`src/rtl/fpumuls_retire_pkg.sv`:
```
`default_nettype none
// +----------------------------------------------------------------------+
// | fpoperations                                                         |
// | Shared FP constants, csrfpu raise-bit indices and retire entry type. |
// | Revision: 1.0                                                        |
// +----------------------------------------------------------------------+
package fpoperations;

  localparam int c_FP_RES_W = 33;
  localparam int c_RAISE_W  = 11;

  // Raise-vector bit positions shared with the FP CSR
  localparam int c_CSRFPU_NX     = 0;
  localparam int c_CSRFPU_UF     = 1;
  localparam int c_CSRFPU_OF     = 2;
  localparam int c_CSRFPU_DZ     = 3;
  localparam int c_CSRFPU_NV     = 4;
  localparam int c_CSRFPU_DEN    = 5;
  localparam int c_CSRFPU_SNAN   = 6;
  localparam int c_CSRFPU_QNAN   = 7;
  localparam int c_CSRFPU_INF    = 8;
  localparam int c_CSRFPU_ZERO   = 9;
  localparam int c_CSRFPU_EXTOVF = 10;

  // Tag-independent part of a retire entry; the tag is appended by the
  // user since its width is a per-instance parameter.
  typedef struct packed {
    logic [c_FP_RES_W-1:0] res;
    logic [c_RAISE_W-1:0]  raise;
  } retire_body_t;

endpackage : fpoperations
`default_nettype wire

```
`src/rtl/fpumuls_retire_if.sv`:
```
`default_nettype none
// +----------------------------------------------------------------------+
// | fpumuls_retire_if                                                    |
// | Issue-credit and writeback handshake bundle of the multiply retire.  |
// | Revision: 1.0                                                        |
// +----------------------------------------------------------------------+
interface fpumuls_retire_if #(
  parameter int TAG_W = 6
);
  import fpoperations::*;

  logic                  issue_en;
  logic [TAG_W-1:0]      issue_tag;
  logic                  issue_stall;
  logic                  out_valid;
  logic                  out_ready;
  logic [c_FP_RES_W-1:0] out_res;
  logic [TAG_W-1:0]      out_tag;
  logic [c_RAISE_W-1:0]  out_raise;
  logic                  out_trap;

  modport master (
    output issue_en, issue_tag, out_ready,
    input  issue_stall, out_valid, out_res, out_tag, out_raise, out_trap
  );

  modport slave (
    input  issue_en, issue_tag, out_ready,
    output issue_stall, out_valid, out_res, out_tag, out_raise, out_trap
  );

endinterface : fpumuls_retire_if
`default_nettype wire

```
`src/rtl/fpu_retire_fifo.sv`:
```
`default_nettype none
// +----------------------------------------------------------------------+
// | fpu_retire_fifo                                                      |
// | Sync FIFO with wrap-bit pointers, occupancy output, zero when empty. |
// | Revision: 1.0                                                        |
// +----------------------------------------------------------------------+
module fpu_retire_fifo #(
  parameter int DEPTH = 4,
  parameter int WIDTH = 8
) (
  input  wire logic                   clk,
  input  wire logic                   rst,
  input  wire logic                   wr_en,
  input  wire logic [WIDTH-1:0]       wr_data,
  input  wire logic                   rd_en,
  output logic      [WIDTH-1:0]       rd_data,
  output logic                        full,
  output logic                        empty,
  output logic      [$clog2(DEPTH):0] count
);

  localparam int c_AW = $clog2(DEPTH);

  logic [c_AW:0]      r_wr_ptr;
  logic [c_AW:0]      r_rd_ptr;
  logic [WIDTH-1:0]   r_mem [DEPTH];
  logic               w_push;
  logic               w_pop;

  assign empty = (r_wr_ptr == r_rd_ptr);
  assign full  = (r_wr_ptr[c_AW] != r_rd_ptr[c_AW]) &&
                 (r_wr_ptr[c_AW-1:0] == r_rd_ptr[c_AW-1:0]);
  assign count = r_wr_ptr - r_rd_ptr;

  // A pop frees the slot the write lands in, so full+pop still accepts.
  assign w_pop  = rd_en & ~empty;
  assign w_push = wr_en & (~full | w_pop);

  assign rd_data = empty ? '0 : r_mem[r_rd_ptr[c_AW-1:0]];

  always_ff @(posedge clk or negedge rst) begin
    if (!rst) begin
      r_wr_ptr <= '0;
      r_rd_ptr <= '0;
      for (int i = 0; i < DEPTH; i++) begin
        r_mem[i] <= '0;
      end
    end else begin
      if (w_push) begin
        r_mem[r_wr_ptr[c_AW-1:0]] <= wr_data;
        r_wr_ptr                  <= r_wr_ptr + 1'b1;
      end
      if (w_pop) begin
        r_rd_ptr <= r_rd_ptr + 1'b1;
      end
    end
  end

endmodule : fpu_retire_fifo
`default_nettype wire

```
`src/rtl/fpumuls_retire.sv`:
```
`default_nettype none
// +----------------------------------------------------------------------+
// | fpumuls_retire                                                       |
// | Multiplier retire stage: in-flight tracking, result FIFO, credit,    |
// | sticky exception flags and trap indication.                          |
// | Revision: 1.0                                                        |
// +----------------------------------------------------------------------+
module fpumuls_retire
  import fpoperations::*;
#(
  parameter int DEPTH = 4,
  parameter int TAG_W = 6,
  parameter int LAT   = 2
) (
  input  wire logic                  clk,
  input  wire logic                  rst,
  fpumuls_retire_if.slave            bus,
  input  wire logic [c_FP_RES_W-1:0] mul_res,
  input  wire logic [c_RAISE_W-1:0]  mul_raise,
  input  wire logic [c_RAISE_W-1:0]  trap_mask,
  input  wire logic                  flag_clr,
  output logic      [c_RAISE_W-1:0]  flag_sticky,
  output logic                       ovf_err
);

  typedef struct packed {
    retire_body_t     body;
    logic [TAG_W-1:0] tag;
  } entry_t;

  localparam int c_CNT_W = $clog2(DEPTH) + 1;
  localparam int c_SUM_W = $clog2(DEPTH + LAT + 1);

  logic [LAT-1:0]       r_pipe_vld;
  logic [TAG_W-1:0]     r_pipe_tag [LAT];
  logic [c_RAISE_W-1:0] r_sticky;
  logic                 r_ovf;

  entry_t               w_wr_entry;
  entry_t               w_head;
  logic                 w_capture;
  logic                 w_pop;
  logic                 w_full;
  logic                 w_empty;
  logic [c_CNT_W-1:0]   w_count;
  logic [c_SUM_W-1:0]   w_inflight;

  // In-flight pipe: stage 0 samples the issue every cycle, regardless of stall.
  always_ff @(posedge clk or negedge rst) begin
    if (!rst) begin
      r_pipe_vld <= '0;
      for (int i = 0; i < LAT; i++) begin
        r_pipe_tag[i] <= '0;
      end
    end else begin
      r_pipe_vld[0] <= bus.issue_en;
      r_pipe_tag[0] <= bus.issue_tag;
      for (int i = 1; i < LAT; i++) begin
        r_pipe_vld[i] <= r_pipe_vld[i-1];
        r_pipe_tag[i] <= r_pipe_tag[i-1];
      end
    end
  end

  assign w_capture             = r_pipe_vld[LAT-1];
  assign w_wr_entry.body.res   = mul_res;
  assign w_wr_entry.body.raise = mul_raise;
  assign w_wr_entry.tag        = r_pipe_tag[LAT-1];

  fpu_retire_fifo #(
    .DEPTH (DEPTH),
    .WIDTH ($bits(entry_t))
  ) u_fifo (
    .clk     (clk),
    .rst     (rst),
    .wr_en   (w_capture),
    .wr_data (w_wr_entry),
    .rd_en   (bus.out_ready),
    .rd_data (w_head),
    .full    (w_full),
    .empty   (w_empty),
    .count   (w_count)
  );

  assign w_pop = ~w_empty & bus.out_ready;

  always_comb begin
    w_inflight = '0;
    for (int i = 0; i < LAT; i++) begin
      w_inflight = w_inflight + c_SUM_W'(r_pipe_vld[i]);
    end
  end

  // Credit counts ops already launched, so a same-cycle pop relaxes it only next cycle.
  assign bus.issue_stall = (c_SUM_W'(w_count) + w_inflight) >= c_SUM_W'(DEPTH);

  assign bus.out_valid = ~w_empty;
  assign bus.out_res   = w_head.body.res;
  assign bus.out_raise = w_head.body.raise;
  assign bus.out_tag   = w_head.tag;
  assign bus.out_trap  = (|(w_head.body.raise & trap_mask)) & ~w_empty;

  always_ff @(posedge clk or negedge rst) begin
    if (!rst) begin
      r_sticky <= '0;
      r_ovf    <= 1'b0;
    end else begin
      if (w_pop) begin
        r_sticky <= flag_clr ? w_head.body.raise : (r_sticky | w_head.body.raise);
      end else if (flag_clr) begin
        r_sticky <= '0;
      end
      if (w_capture && w_full && !w_pop) begin
        r_ovf <= 1'b1;
      end
    end
  end

  assign flag_sticky = r_sticky;
  assign ovf_err     = r_ovf;

endmodule : fpumuls_retire
`default_nettype wire
```
`src/flat_wrapper.sv`:
```
// flat-port wrapper written by rule: the top's interface ports become plain ports
module fpumuls_retire_flat import fpoperations::*;
#(
  parameter int DEPTH = 4,
  parameter int TAG_W = 6,
  parameter int LAT   = 2
)
  (clk, rst, mul_res, mul_raise, trap_mask, flag_clr, flag_sticky, ovf_err, bus_issue_en, bus_issue_tag, bus_out_ready, bus_issue_stall, bus_out_valid, bus_out_res, bus_out_tag, bus_out_raise, bus_out_trap);
  fpumuls_retire_if #(.TAG_W(TAG_W)) bus_i ();
  input  wire logic clk;
  input  wire logic rst;
  input  wire logic [c_FP_RES_W-1:0] mul_res;
  input  wire logic [c_RAISE_W-1:0] mul_raise;
  input  wire logic [c_RAISE_W-1:0] trap_mask;
  input  wire logic flag_clr;
  output logic      [c_RAISE_W-1:0] flag_sticky;
  output logic ovf_err;
  input wire logic [$bits(bus_i.issue_en)-1:0] bus_issue_en;
  input wire logic [$bits(bus_i.issue_tag)-1:0] bus_issue_tag;
  input wire logic [$bits(bus_i.out_ready)-1:0] bus_out_ready;
  output wire logic [$bits(bus_i.issue_stall)-1:0] bus_issue_stall;
  output wire logic [$bits(bus_i.out_valid)-1:0] bus_out_valid;
  output wire logic [$bits(bus_i.out_res)-1:0] bus_out_res;
  output wire logic [$bits(bus_i.out_tag)-1:0] bus_out_tag;
  output wire logic [$bits(bus_i.out_raise)-1:0] bus_out_raise;
  output wire logic [$bits(bus_i.out_trap)-1:0] bus_out_trap;
  assign bus_i.issue_en = bus_issue_en;
  assign bus_i.issue_tag = bus_issue_tag;
  assign bus_i.out_ready = bus_out_ready;
  assign bus_issue_stall = bus_i.issue_stall;
  assign bus_out_valid = bus_i.out_valid;
  assign bus_out_res = bus_i.out_res;
  assign bus_out_tag = bus_i.out_tag;
  assign bus_out_raise = bus_i.out_raise;
  assign bus_out_trap = bus_i.out_trap;
  fpumuls_retire #(.DEPTH(DEPTH), .TAG_W(TAG_W), .LAT(LAT)) u_core (.clk(clk), .rst(rst), .bus(bus_i), .mul_res(mul_res), .mul_raise(mul_raise), .trap_mask(trap_mask), .flag_clr(flag_clr), .flag_sticky(flag_sticky), .ovf_err(ovf_err));
endmodule
```
`config.mk`:
```
export PLATFORM = sky130hd
export DESIGN_NAME = fpumuls_retire_flat
export DESIGN_NICKNAME = d
export VERILOG_FILES = /design/src/rtl/fpumuls_retire_pkg.sv /design/src/rtl/fpumuls_retire_if.sv /design/src/rtl/fpu_retire_fifo.sv /design/src/rtl/fpumuls_retire.sv /design/src/flat_wrapper.sv
export SDC_FILE = /design/constraint.sdc
export NUM_CORES = 1
export LEC_CHECK = 0
export ABC_AREA = 1
export BUFFER_PORTS_ARGS = -buffer_cell sky130_fd_sc_hd__buf_2
export CAP_MARGIN = 25
export CORE_MARGIN = 3
export CORE_UTILIZATION = 35
export CTS_BUF_LIST = sky130_fd_sc_hd__clkbuf_8
export DETAILED_ROUTE_END_ITERATION = 6
export GPL_TIMING_DRIVEN = 0
export PLACE_DENSITY_LB_ADDON = 0.12
export SYNTH_ARGS = -nofsm -noshare
export SYNTH_HDL_FRONTEND = slang
export SYNTH_SLANG_ARGS = --single-unit
```
`constraint.sdc`:
```
create_clock -name clk -period 6.1 [get_ports clk]
set_input_delay 1.22 -clock clk [delete_from_list [all_inputs] [get_ports clk]]
set_output_delay 1.22 -clock clk [all_outputs]
set_load 0.02 [all_outputs]
```
# == Yosys cells after proc, flatten, opt, wreduce, memory -nomap -nowiden ==
# Cells that the tools add are included.
# W data, S select, Z words.
# word_totals
word_cells,50
out_inout_bits,65
inputBits,66
ff_bits,232
# op_classes
mux,10
reduce_logical,7
addsub,5
bitwise_logic,10
n_eq_ne,3
n_lt_le_gt_ge,4
# ops
operator,n
$bwmux W200,1
$mux W50,4
$bmux W50 S2,1
$demux W50 S2,1
$mux W11,3
$and A11 B11 Y11,1
$or A11 B11 Y11,1
$reduce_or A11 Y1,1
$ge A3 B3 Y1 const B,3
$add A3 B1 Y3 const B,2
$not A2 Y3,2
$logic_and A1 B1 Y1,4
$add A3 B3 Y3,1
$and A1 B1 Y1,3
$eq A3 B3 Y1,1
$lt A3 B1 Y1 const B,1
$sub A3 B3 Y3,1
$add A1 B1 Y2,1
$eq A2 B2 Y1,1
$not A1 Y1,2
$reduce_bool A2 Y1,1
$logic_not A1 Y1,1
$ne A1 B1 Y1,1
$or A1 B1 Y1,1

# == Longest topological paths before layout ==
# Gate-level depths: netlist (run 1).
# logic_depth
word_depth,8
depth_mapped,13
mapped_depth_nobuf,9

# == By module ==
# Synthesis (run 1) repeated with hierarchy kept, for this count alone.
# unflattened
hier_cells,1428
area_unflattened_um2,11288.3
# modules_own_cells
module,cells_each,area_each_um2,seq_area_each_um2,instances
fpu_retire_fifo,1335,10307.4,5154.9,1
fpumuls_retire,93,980.9,650.6,1

# == Least setup slack after synthesis (run 1) ==
# Ideal clock, no wire load.
# synth_path
kind,register to output
startpoint,register u_core.u_fifo.r_rd_ptr[1]
endpoint,output port bus_out_res[23]
required_time_ns,4.880
path_stages_with_launch,13
slack_ns,2.755
arrival_time_ns,2.125
n_path_buf,5
cell_sequence,dfrtp_1 clkbuf_2 inv_1 buf_2 buf_2 ha_1 inv_1 a21oi_4 nand3_2 buf_2 buf_2 nand2_1 inv_1
# synth_between
elab_chain_len,5
elab_cells_between_ends,6
cone_classes,1 x eq/ne; 4 x mux; 1 x bitwise
# synth_lines
item,line,text
from (decl),fpu_retire_fifo.sv:25,logic [c_AW:0] r_rd_ptr;
from (signal assigned),fpu_retire_fifo.sv:54,r_rd_ptr <= r_rd_ptr + 1'b1;
$not A2 Y3 (not written as such),fpu_retire_fifo.sv:39,assign rd_data = empty ? '0 : r_mem[r_rd_ptr[c_AW-1:0]];
$bmux W50 S2,fpu_retire_fifo.sv:39,
$mux W50 (not written as such) (2 in series),fpu_retire_fifo.sv:39,
$mux W50 (*),fpu_retire_fifo.sv:39,
to (decl),flat_wrapper.sv:23,output wire logic [$bits(bus_i.out_res)-1:0] bus_out_res;
# Mark *: on every way between the ends. The rest lies on a longest branch, timed or not. The select of a mux whose other input is x is not followed.

# == Final worst setup path (run 1) ==
# layout_path
startpoint,register u_core.u_fifo.r_rd_ptr[1]
endpoint,output port bus_out_res[0]
# The elaborated chain is that of the path after synthesis.

==> results of run 1 <==
## worst max-delay path, delay by kind of cell, from the launching register on
family / cells / cell delay (ps)
buffers and inverters: 9 / 2150
DFF: 1 / 420
adders and majority gates: 1 / 290
and+or+nand+nor: 2 / 250
AOI/OAI and AO/OA: 1 / 50
## routing by layer
metal,part of all wire (%),GRT usage [%],routed length [um]
met5,0,0,0
met4,2.2,6.19,714
met3,5.1,2.96,1620
met2,47,33.0,14900
met1,46,27.9,14600
## power breakdown
group | leakage [nW] | internal, mW | switching [mW] | total, mW
clock network | 0.519 | 0.901 | 0.655 | 1.56
registers | 2.89 | 2.21 | 0.335 | 2.55
logic | 3.25 | 1.26 | 2.61 | 3.87
total | 6.66 | 4.37 | 3.60 | 7.98
## through the flow
step	cells	setup TNS, ps
6_report	1859	0
5_1_grt	1859	0
4_1_cts	1859	0
3_5_place_dp	1784	0
3_3_place_gp	1782	-141480
2_1_floorplan	1268	0
## how the worst max path moves through the flow
| stage | to |
|---|---|
| after floorplan | bus_out_res[23] |
| after global placement | u_core.u_fifo.r_mem[182]$_DFFE_PN0P_ |
| after detailed placement | bus_out_res[0] |
| after CTS | bus_out_res[0] |
| after global routing | bus_out_res[31] |
| final | bus_out_res[0] |
## logic make-up (layout without fill, tap and decap cells)
family | after synthesis | in the layout
xor gates and xnor gates | 6 | 6
AOI/OAI and AO/OA | 337 | 337
DFF | 232 | 232
and+or+nand+nor | 446 | 446
adders and majority gates | 10 | 10
buffers and inverters | 237 | 444
## flip-flops by register name, summed over array words and instances, names as in the netlist
name	count
u_core.u_fifo.r_wr_ptr	3
u_core.r_pipe_vld	2
u_core.ovf_err	1
u_core.r_pipe_tag	12
u_core.u_fifo.r_rd_ptr	3
u_core.flag_sticky	11
u_core.u_fifo.r_mem	200
## synthesized netlist by cell type
library cell | count | area [um^2]
fa_1 | 1 | 20.0
dfrtp_1 | 232 | 5810
nor2_2 | 1 | 6.26
buf_2 | 54 | 270
nand3_1 | 24 | 120
inv_1 | 153 | 574
nor2_1 | 107 | 402
o21ai_0 | 255 | 1280
o22ai_1 | 48 | 300
inv_2 | 1 | 3.75
nand2_1 | 306 | 1150
nand3_2 | 5 | 50.1
o21bai_1 | 1 | 7.51
a21o_1 | 1 | 7.51
buf_6 | 1 | 11.3
clkbuf_2 | 1 | 5.00
ha_1 | 9 | 113
nand3_4 | 1 | 17.5
buf_4 | 8 | 60.1
clkinv_1 | 1 | 3.75
xnor2_1 | 1 | 8.76
a21oi_1 | 2 | 10.0
nor3_1 | 2 | 10.0
clkbuf_1 | 18 | 67.6
xor2_1 | 5 | 43.8
a21oi_4 | 1 | 16.3
o21ai_1 | 29 | 145
## layout make-up
type	count	area, um^2	share of cell area (%)
buffer	82	414	3.29
clock buffer	56	771	6.12
clock inverter	19	126	1.00
inverter	155	582	4.62
multi-input combinational	799	3700	29.4
sequential	232	5810	46.1
tap	384	480	3.81
timing repair buffer	132	716	5.68
==> flow_summary_export.csv, run 1 <==
group,metric,value,unit
layout,fin_area,12600,um^2
die,ios,131,
yosys,syn_area,10500,um^2
place,gp_congestion,0.791,
die,die_w,179,um
clock_tree,cts_sinks,232,
drt,final_antenna_net_count,0,
layout,final_core_util,43.2,%
layout,area_delta_synth_final,19.9,%
timing,max_freq,202,MHz
critical_path,reg2reg_from,"u_core.u_fifo.r_rd_ptr[1]$_DFFE_PN0P_",
die,fp-row-count,62,
layout,final_common_cell,"nand2_1",
clock_tree,path_clk_slew,60,ps
critical_path,path_max_fanout,10,
hold_path,hold_start,"u_core.r_pipe_tag[7]$_DFF_PN0_",
clock_tree,cts_tree,"done",
grt,grt_pass1_wl,50.2,mm
place,dp_slack,1730,ps
critical_path,cp-end-kind,"primary output",
grt,grt_antenna_before_repair,0,
hold_path,hold-path-endpoint,"u_core.r_pipe_tag[1]$_DFF_PN0_",
critical_path,critical_path_class,"reg2out",
pwr,power_density,633,nW/um^2
critical_path,worst_r2r_path_depth,12,
grt,grt_max_degree,98,
drt,via_per_inst,4.86,
run_status,status,"finished, final reports clean",
yosys,synth.distinct_cells,27,
drt,vias,9040,
critical_path,reg2reg_slack,3080,ps
job,timing.max_cap.violations,0,
drt,detail_route.drc_violations,0,
clock_tree,cts_resized,0,
critical_path,critPathSlowestCell,"dfrtp_1",
timing,rsz0062_at_grt,"no",
pwr,power,7.98,mW
die,initial_utilization,36.0,%
grt,gr-usage-all-layers,20.2,%
yosys,avgSynthCellArea,8.28,um^2
timing,setup_viol,0,
die,core_region_area,29200,um^2
layout,antennaDiodeCount,0,
critical_path,crit_required,4880,ps
clock_tree,clock_latency,550,ps
clock_tree,h-tree-depth,2,
timing,worstMarginPinSlew,771,ps
timing,min_period_over_period,81.1,%
clock_tree,ctsHoldBuffers,0,
timing,slew_headroom,48.6,%
clock_tree,cts_max_path_buffers,3,
die,fp.dieArea,32100,um^2
critical_path,cp-startpoint,"u_core.u_fifo.r_rd_ptr[1]$_DFFE_PN0P_",
drt,drtIter0Drc,578,
critical_path,r2r-end,"u_core.u_fifo.r_mem[159]$_DFFE_PN0P_",
clock_tree,clockRootBuffer,"clkbuf_8",
timing,hold_viol_final,0,
timing,skew,26.9,ps
yosys,ys_seq_area_share,55.3,%
layout,final_cell_mix,"306 x nand2_1, 255 x o21ai_0, 232 x dfrtp_1, 183 x buf_2, 168 x inv_1",
clock_tree,numCtsBuffers,44,
pwr,cellLeakagePower,6.66,nW
layout,nFillCells,3083,
critical_path,cpMostUsedCell,"buf_2",
critical_path,start_kind,"flop",
drt,post_drt_wl_per_cell,17.1,um
timing,whs,347,ps
grt,grt_overflow,0,
yosys,synth_nets,1344,
place,io_buffers,130,
place,hpwl,20.8,mm
yosys,synth_xor_area_share,0.500,%
layout,drive_gt1_share,18.0,%
place,place_area,11700,um^2
critical_path,critPathArrivalTime,3730,ps
yosys,ys_ff_latch,232,
layout,fin_nets,1522,
critical_path,slowest_delay,420,ps
hold_path,min_path_type,"reg2reg",
timing,worst_slack,1150,ps
yosys,synth-adder-area-share,1.26,%
timing,fin_crit,4950,ps
pwr,worst_ir_drop_vdd,0.265,mV
yosys,yosys_warnings,0,
drt,drt-pass1-iter-count,5,
clock_tree,post_cts_buffers,0,
grt,first_global_vias,8961,
yosys,synth_top_family_by_area,"compound AO/OA/AOI/OAI gates",
yosys,synth_compound_area_share,16.8,%
die,die_h,179,um
yosys,synthMuxAreaShare,0,%
critical_path,worstPathCellList,"clkbuf_2 -> inv_1 -> buf_2 -> buf_2 -> ha_1 -> inv_1 -> a21oi_4 -> nand3_2 -> buf_2 -> buf_2 -> nand2_1 -> inv_1 -> buf_2",
hold_path,holdPathStages,0,
yosys,synth_simple_gate_area_share,16.7,%
yosys,synth_cells,1268,
drt,drt_wl_total,31.9,mm
timing,drv_slew,0,
(Power assumes the default switching activity.)
==> inputs of run 2 (changes only) <==
clock period = 4 ns   (was 6.1 ns; I/O delays follow)
==> flow_summary_export.csv, run 2 (synthesis results as in run 1) <==
group,metric,value,unit
critical_path,cp-end-kind,"primary output",
place,hpwl,20.8,mm
layout,drive_gt1_share,18.1,%
layout,multi_input_comb_area,3710,um^2
hold_path,min_path_type,"in2async",
pwr,cellLeakagePower,6.68,nW
critical_path,critPathArrivalTime,3060,ps
grt,grt_overflow,0,
clock_tree,cts_sinks,232,
timing,max_freq,259,MHz
timing,fin_crit,3860,ps
pwr,clockPowerShare,19.4,%
clock_tree,numCtsBuffers,44,
grt,grt_max_degree,98,
grt,grt_antenna_before_repair,0,
timing,worst_slack,136,ps
grt,gr-usage-all-layers,20.2,%
timing,setup_viol,0,
pwr,pwr-share-comb,48.8,%
critical_path,path_max_fanout,10,
layout,antennaDiodeCount,0,
drt,drt_wl_total,31.9,mm
timing,skew,29.0,ps
critical_path,critPathSlowestCell,"dfrtp_1",
critical_path,slowest_delay,400,ps
layout,regArea,5810,um^2
grt,first_global_vias,8965,
layout,regMostFlops,"u_core.u_fifo.r_mem",
critical_path,critPathBufInv,9,
die,die_h,179,um
layout,fin_area,12600,um^2
layout,area_delta_synth_final,20.3,%
critical_path,cpLargestDelayFamily,"buffers and inverters",
run_status,status,"finished, final reports clean",
clock_tree,ctsHoldBuffers,0,
drt,final_antenna_net_count,0,
die,ios,131,
die,initial_utilization,36.0,%
place,gp_congestion,0.791,
critical_path,crit_required,3200,ps
timing,worstMarginPinSlew,768,ps
critical_path,cpMostUsedCell,"buf_4",
pwr,sw_frac_of_total,45.1,%
pwr,total_switching_power,5.51,mW
layout,final_common_cell,"nand2_1",
pwr,worst_ir_drop_vdd,0.405,mV
clock_tree,clock_latency,550,ps
place,dp_slack,50.1,ps
clock_tree,h-tree-depth,2,
critical_path,start_kind,"flop",
pwr,p_seq_share,31.8,%
drt,drtIter0Drc,550,
clock_tree,cts_max_path_buffers,3,
grt,grt_pass1_wl,50.2,mm
die,core_region_area,29200,um^2
timing,drv_slew,0,
die,fp.dieArea,32100,um^2
critical_path,critical_path_class,"reg2out",
die,fp-row-count,62,
timing,rsz0062_at_grt,"no",
place,placedCellCount,1784,
job,timing.max_cap.violations,0,
drt,via_per_inst,4.86,
layout,final_cell_mix,"306 x nand2_1, 255 x o21ai_0, 232 x dfrtp_1, 176 x buf_2, 167 x inv_1",
clock_tree,cts_tree,"done",
critical_path,worstPathCellList,"buf_4 -> inv_2 -> buf_4 -> buf_4 -> ha_1 -> inv_1 -> a21oi_4 -> nand3_4 -> buf_6 -> buf_4 -> nand2_1 -> inv_1 -> buf_2",
clock_tree,clockRootBuffer,"clkbuf_8",
timing,hold_viol_final,0,
clock_tree,path_clk_slew,60,ps
layout,finalNonFillerCells,1860,
timing,slew_headroom,48.8,%
die,die_w,179,um
layout,final_core_util,43.3,%
layout,largest_register_ffs,200,
drt,detail_route.drc_violations,0,
place,io_buffers,130,
pwr,intPower,6.71,mW
layout,fin_nets,1523,
timing,min_period_over_period,96.6,%
drt,drt-pass1-iter-count,5,
drt,vias,9040,
place,place_area,11700,um^2
drt,post_drt_wl_per_cell,17.1,um
pwr,power_density,967,nW/um^2
layout,nFillCells,3084,
## run 2: cell count changes in the layout (fill, tap and decap cells not counted)
cell	previous run	this run
buf_4	8	16
clkbuf_2	1	0
nand3_4	1	2
inv_2	1	2
inv_1	168	167
buf_2	183	176
buf_6	1	2
nand3_2	5	4
## run 2: final timing paths
check | start | end | slack, ps | cells after the start
min in group clk | u_core.r_pipe_tag[7]$_DFF_PN0_ | u_core.r_pipe_tag[1]$_DFF_PN0_ | 350 | 0
worst max register to register | u_core.u_fifo.r_rd_ptr[1]$_DFFE_PN0P_ | u_core.u_fifo.r_mem[2]$_DFFE_PN0P_ | 1310 | 11
worst min register to register | u_core.r_pipe_tag[7]$_DFF_PN0_ | u_core.r_pipe_tag[1]$_DFF_PN0_ | 350 | 0
max in group asynchronous | rst | u_core.u_fifo.r_mem[189]$_DFFE_PN0P_ | 2520 | 3
worst max-delay path | u_core.u_fifo.r_rd_ptr[1]$_DFFE_PN0P_ | bus_out_res[0] | 140 | 13
worst min-delay path | rst | u_core.flag_sticky[8]$_DFFE_PN0P_ | 320 | 1
## run 2: cell type report
class / count / area share (%)
repair buffers: 133 / 5.72
multi-input cells: 799 / 29.4
plain buffers: 82 / 3.47
clock inverters: 19 / 1.00
inverters: 155 / 4.60
clock buffers: 56 / 6.10
well taps: 384 / 3.80
flip-flops and latches: 232 / 45.9
## run 2: what timing repair did
item,in CTS,in global routing
setup endpoints to repair,51,40
buffers inserted,0,1
gates resized for setup,10,2
## run 2: worst reg2reg max path: stages (launching register included)
cell and delay, ps:
dfrtp_1 380, buf_4 190, inv_2 90, buf_4 200, buf_4 210, ha_1 290, inv_1 60, a21oi_4 180
nand3_4 150, nand3_2 120, clkbuf_1 490, o21ai_0 170
## run 2: per-layer routing
layer | vias up | share of wire (%) | routed length, um | GRT usage [%]
li1 | 4397 | - | - | -
met1 | 4321 | 46 | 14600 | 27.8
met2 | 267 | 47 | 14900 | 33.0
met3 | 55 | 5.2 | 1650 | 2.96
met4 | 0 | 2.2 | 712 | 6.19
met5 | - | 0 | 0 | 0
## run 2: power by group through the flow
stage          clock (mW)  combinational, mW  sequential, mW
3_3_place_gp            0               5.88            3.89
3_5_place_dp            0               5.96            3.91
5_1_grt              2.56               6.74            4.01
2_1_floorplan           0               3.96            3.85
6_report             2.37               5.97            3.88
4_1_cts              2.44               6.01            3.88
## run 2: per-stage QoR
| step | hold slack, ps | TNS (ps) | power, mW |
|---|---|---|---|
| floorplan | 331 | 0 | 7.81 |
| global placement | 335 | -531240 | 9.77 |
| detailed placement | 336 | 0 | 9.87 |
| CTS | 315 | 0 | 12.3 |
| global route | 327 | 0 | 13.3 |
| finish | 319 | 0 | 12.2 |
==> inputs of run 3 (changes only) <==
--- a/config.mk
+++ b/config.mk
@@ -11,3 +11,3 @@
 export CORE_MARGIN = 3
-export CORE_UTILIZATION = 35
+export CORE_UTILIZATION = 45
 export CTS_BUF_LIST = sky130_fd_sc_hd__clkbuf_8
@@ -16,2 +16,3 @@
 export PLACE_DENSITY_LB_ADDON = 0.12
+export SETUP_SLACK_MARGIN = 0.5
 export SYNTH_ARGS = -nofsm -noshare
==> constraint.sdc (replaced) <==
create_clock -name clk -period 4 [get_ports clk]
set_input_delay 1.2 -clock clk [delete_from_list [all_inputs] [get_ports clk]]
set_output_delay 1.2 -clock clk [all_outputs]
set_load 0.02 [all_outputs]
==> flow_summary_export.csv, run 3 (synthesis results as in run 1) <==
group,metric,value,unit
critical_path,critPathArrivalTime,2620,ps
critical_path,worstPathCellList,"clkbuf_8 -> clkinvlp_4 -> buf_8 -> buf_8 -> ha_4 -> inv_2 -> a21oi_4 -> nand3_4 -> buf_16 -> nand3_2 -> nand2_2 -> nor2_2 -> nand3_1 -> buf_6",
drt,drt_wl_total,30.5,mm
clock_tree,numCtsBuffers,42,
drt,drtIter0Drc,789,
die,die_w,159,um
drt,post_drt_wl_per_cell,16.9,um
die,fp-row-count,55,
timing,rsz0062_at_grt,"yes",
timing,slew_headroom,57.9,%
job,timing.max_cap.violations,0,
pwr,worst_ir_drop_vdd,0.515,mV
timing,hold_viol_final,0,
clock_tree,ctsHoldBuffers,0,
layout,drive_gt1_share,24.0,%
place,gp_congestion,0.794,
die,fp.dieArea,25200,um^2
critical_path,critical_path_class,"reg2out",
critical_path,path_max_fanout,7,
grt,grt_max_degree,113,
drt,via_per_inst,5.06,
layout,fin_nets,1536,
critical_path,crit_required,2800,ps
layout,area_delta_synth_final,26.0,%
critical_path,reg2reg_slack,1510,ps
layout,largest_register_ffs,200,
layout,final_core_util,58.1,%
pwr,power,13.4,mW
grt,grt_antenna_before_repair,0,
timing,skew,22.0,ps
timing,fin_crit,3820,ps
hold_path,holdPathStages,0,
pwr,cellLeakagePower,6.91,nW
drt,detail_route.drc_violations,0,
critical_path,reg2reg_from,"u_core.u_fifo.r_rd_ptr[1]$_DFFE_PN0P_",
drt,vias,9128,
hold_path,min_path_type,"reg2reg",
clock_tree,path_clk_slew,60,ps
layout,regMostFlops,"u_core.u_fifo.r_mem",
grt,first_global_vias,9005,
critical_path,cpMostUsedCell,"buf_8",
grt,gr-usage-all-layers,23.9,%
die,initial_utilization,46.1,%
place,hpwl,19.5,mm
layout,antennaDiodeCount,0,
clock_tree,cts_tree,"done",
die,ios,131,
grt,grt_pass1_wl,49.0,mm
hold_path,hold_start,"u_core.r_pipe_tag[8]$_DFF_PN0_",
place,io_buffers,130,
clock_tree,cts_max_path_buffers,3,
timing,setup_viol,0,
critical_path,slowest_delay,360,ps
clock_tree,clockRootBuffer,"clkbuf_8",
timing,max_freq,262,MHz
layout,final_common_cell,"nand2_1",
critical_path,critPathSlowestCell,"dfrtp_1",
clock_tree,h-tree-depth,2,
timing,worstMarginPinSlew,632,ps
hold_path,hold-path-endpoint,"u_core.r_pipe_tag[2]$_DFF_PN0_",
critical_path,r2r-end,"u_core.u_fifo.r_mem[2]$_DFFE_PN0P_",
die,die_h,159,um
run_status,status,"finished, final reports clean",
pwr,power_density,1010,nW/um^2
die,core_region_area,22800,um^2
drt,drt-pass1-iter-count,4,
timing,drv_slew,0,
critical_path,start_kind,"flop",
timing,min_period_over_period,95.5,%
clock_tree,clock_latency,550,ps
drt,final_antenna_net_count,0,
clock_tree,cts_sinks,232,
grt,grt_overflow,0,
layout,final_cell_mix,"274 x nand2_1, 255 x o21ai_0, 232 x dfrtp_1, 148 x inv_1, 139 x buf_2",
critical_path,worst_r2r_path_depth,12,
critical_path,cp-end-kind,"primary output",
==> run 3: worst max path at each step <==
| stage | to | start |
|---|---|---|
| finish | bus_out_trap | u_core.u_fifo.r_rd_ptr[1]$_DFFE_PN0P_ |
| CTS | bus_out_trap | u_core.u_fifo.r_rd_ptr[1]$_DFFE_PN0P_ |
| global route | bus_out_trap | u_core.u_fifo.r_rd_ptr[1]$_DFFE_PN0P_ |
| floorplan | bus_out_res[23] | u_core.u_fifo.r_rd_ptr[1]$_DFFE_PN0P_ |
| detailed placement | bus_out_res[32] | u_core.u_fifo.r_rd_ptr[1]$_DFFE_PN0P_ |
| global placement | u_core.u_fifo.r_mem[181]$_DFFE_PN0P_ | rst |
==> run 3: stage by stage <==
step	area, um^2	TNS, ps	cells	hold WS (ps)	setup slack, ps
after floorplan	10500	0	1268	331	675
after global placement	11500	-577380	1711	332	-2500
after detailed placement	11600	-6080	1713	336	-250
after CTS	12800	0	1799	349	140
after global routing	13200	0	1805	355	60.0
final	13200	0	1805	347	178
==> run 3: worst max-delay path: cells and delay by family (launching register included) <==
kind,cells,cell delay [ps]
buffers and inverters,7,870
AND/OR/NAND/NOR,5,450
adder cells (fa/ha/maj),1,250
AO/OA/AOI/OAI,1,140
flip-flops,1,360
==> run 3: power by group <==
group	internal [mW]	total [mW]	switching (mW)	leakage, nW
clock network	1.29	2.29	0.997	0.513
logic	2.77	7.18	4.41	3.51
registers	3.37	3.90	0.524	2.89
==> run 3: routing by layer <==
layer  vias up  GRT usage [%]  part of all wire, %
li1       4434              -                    -
met3        53           3.70                  5.8
met4         0           6.33                  2.2
met2       279           38.2                   47
met1      4362           34.3                   45
met5         -              0                    0
==> run 3: area by class of cell <==
cell class	count	area, um^2
buffer	82	531
clock buffer	55	757
inverter	155	588
tap	313	392
fill	2122	9550
timing repair buffer	148	1070
multi-input combinational	799	3970
clock inverter	21	116
sequential	232	5810
==> run 3: what timing repair did <==
action,in CTS,in global routing
resized for setup,75,124
gates cloned,1,2
pin swaps,8,11
endpoints found under the setup margin,53,53
setup buffers,9,4
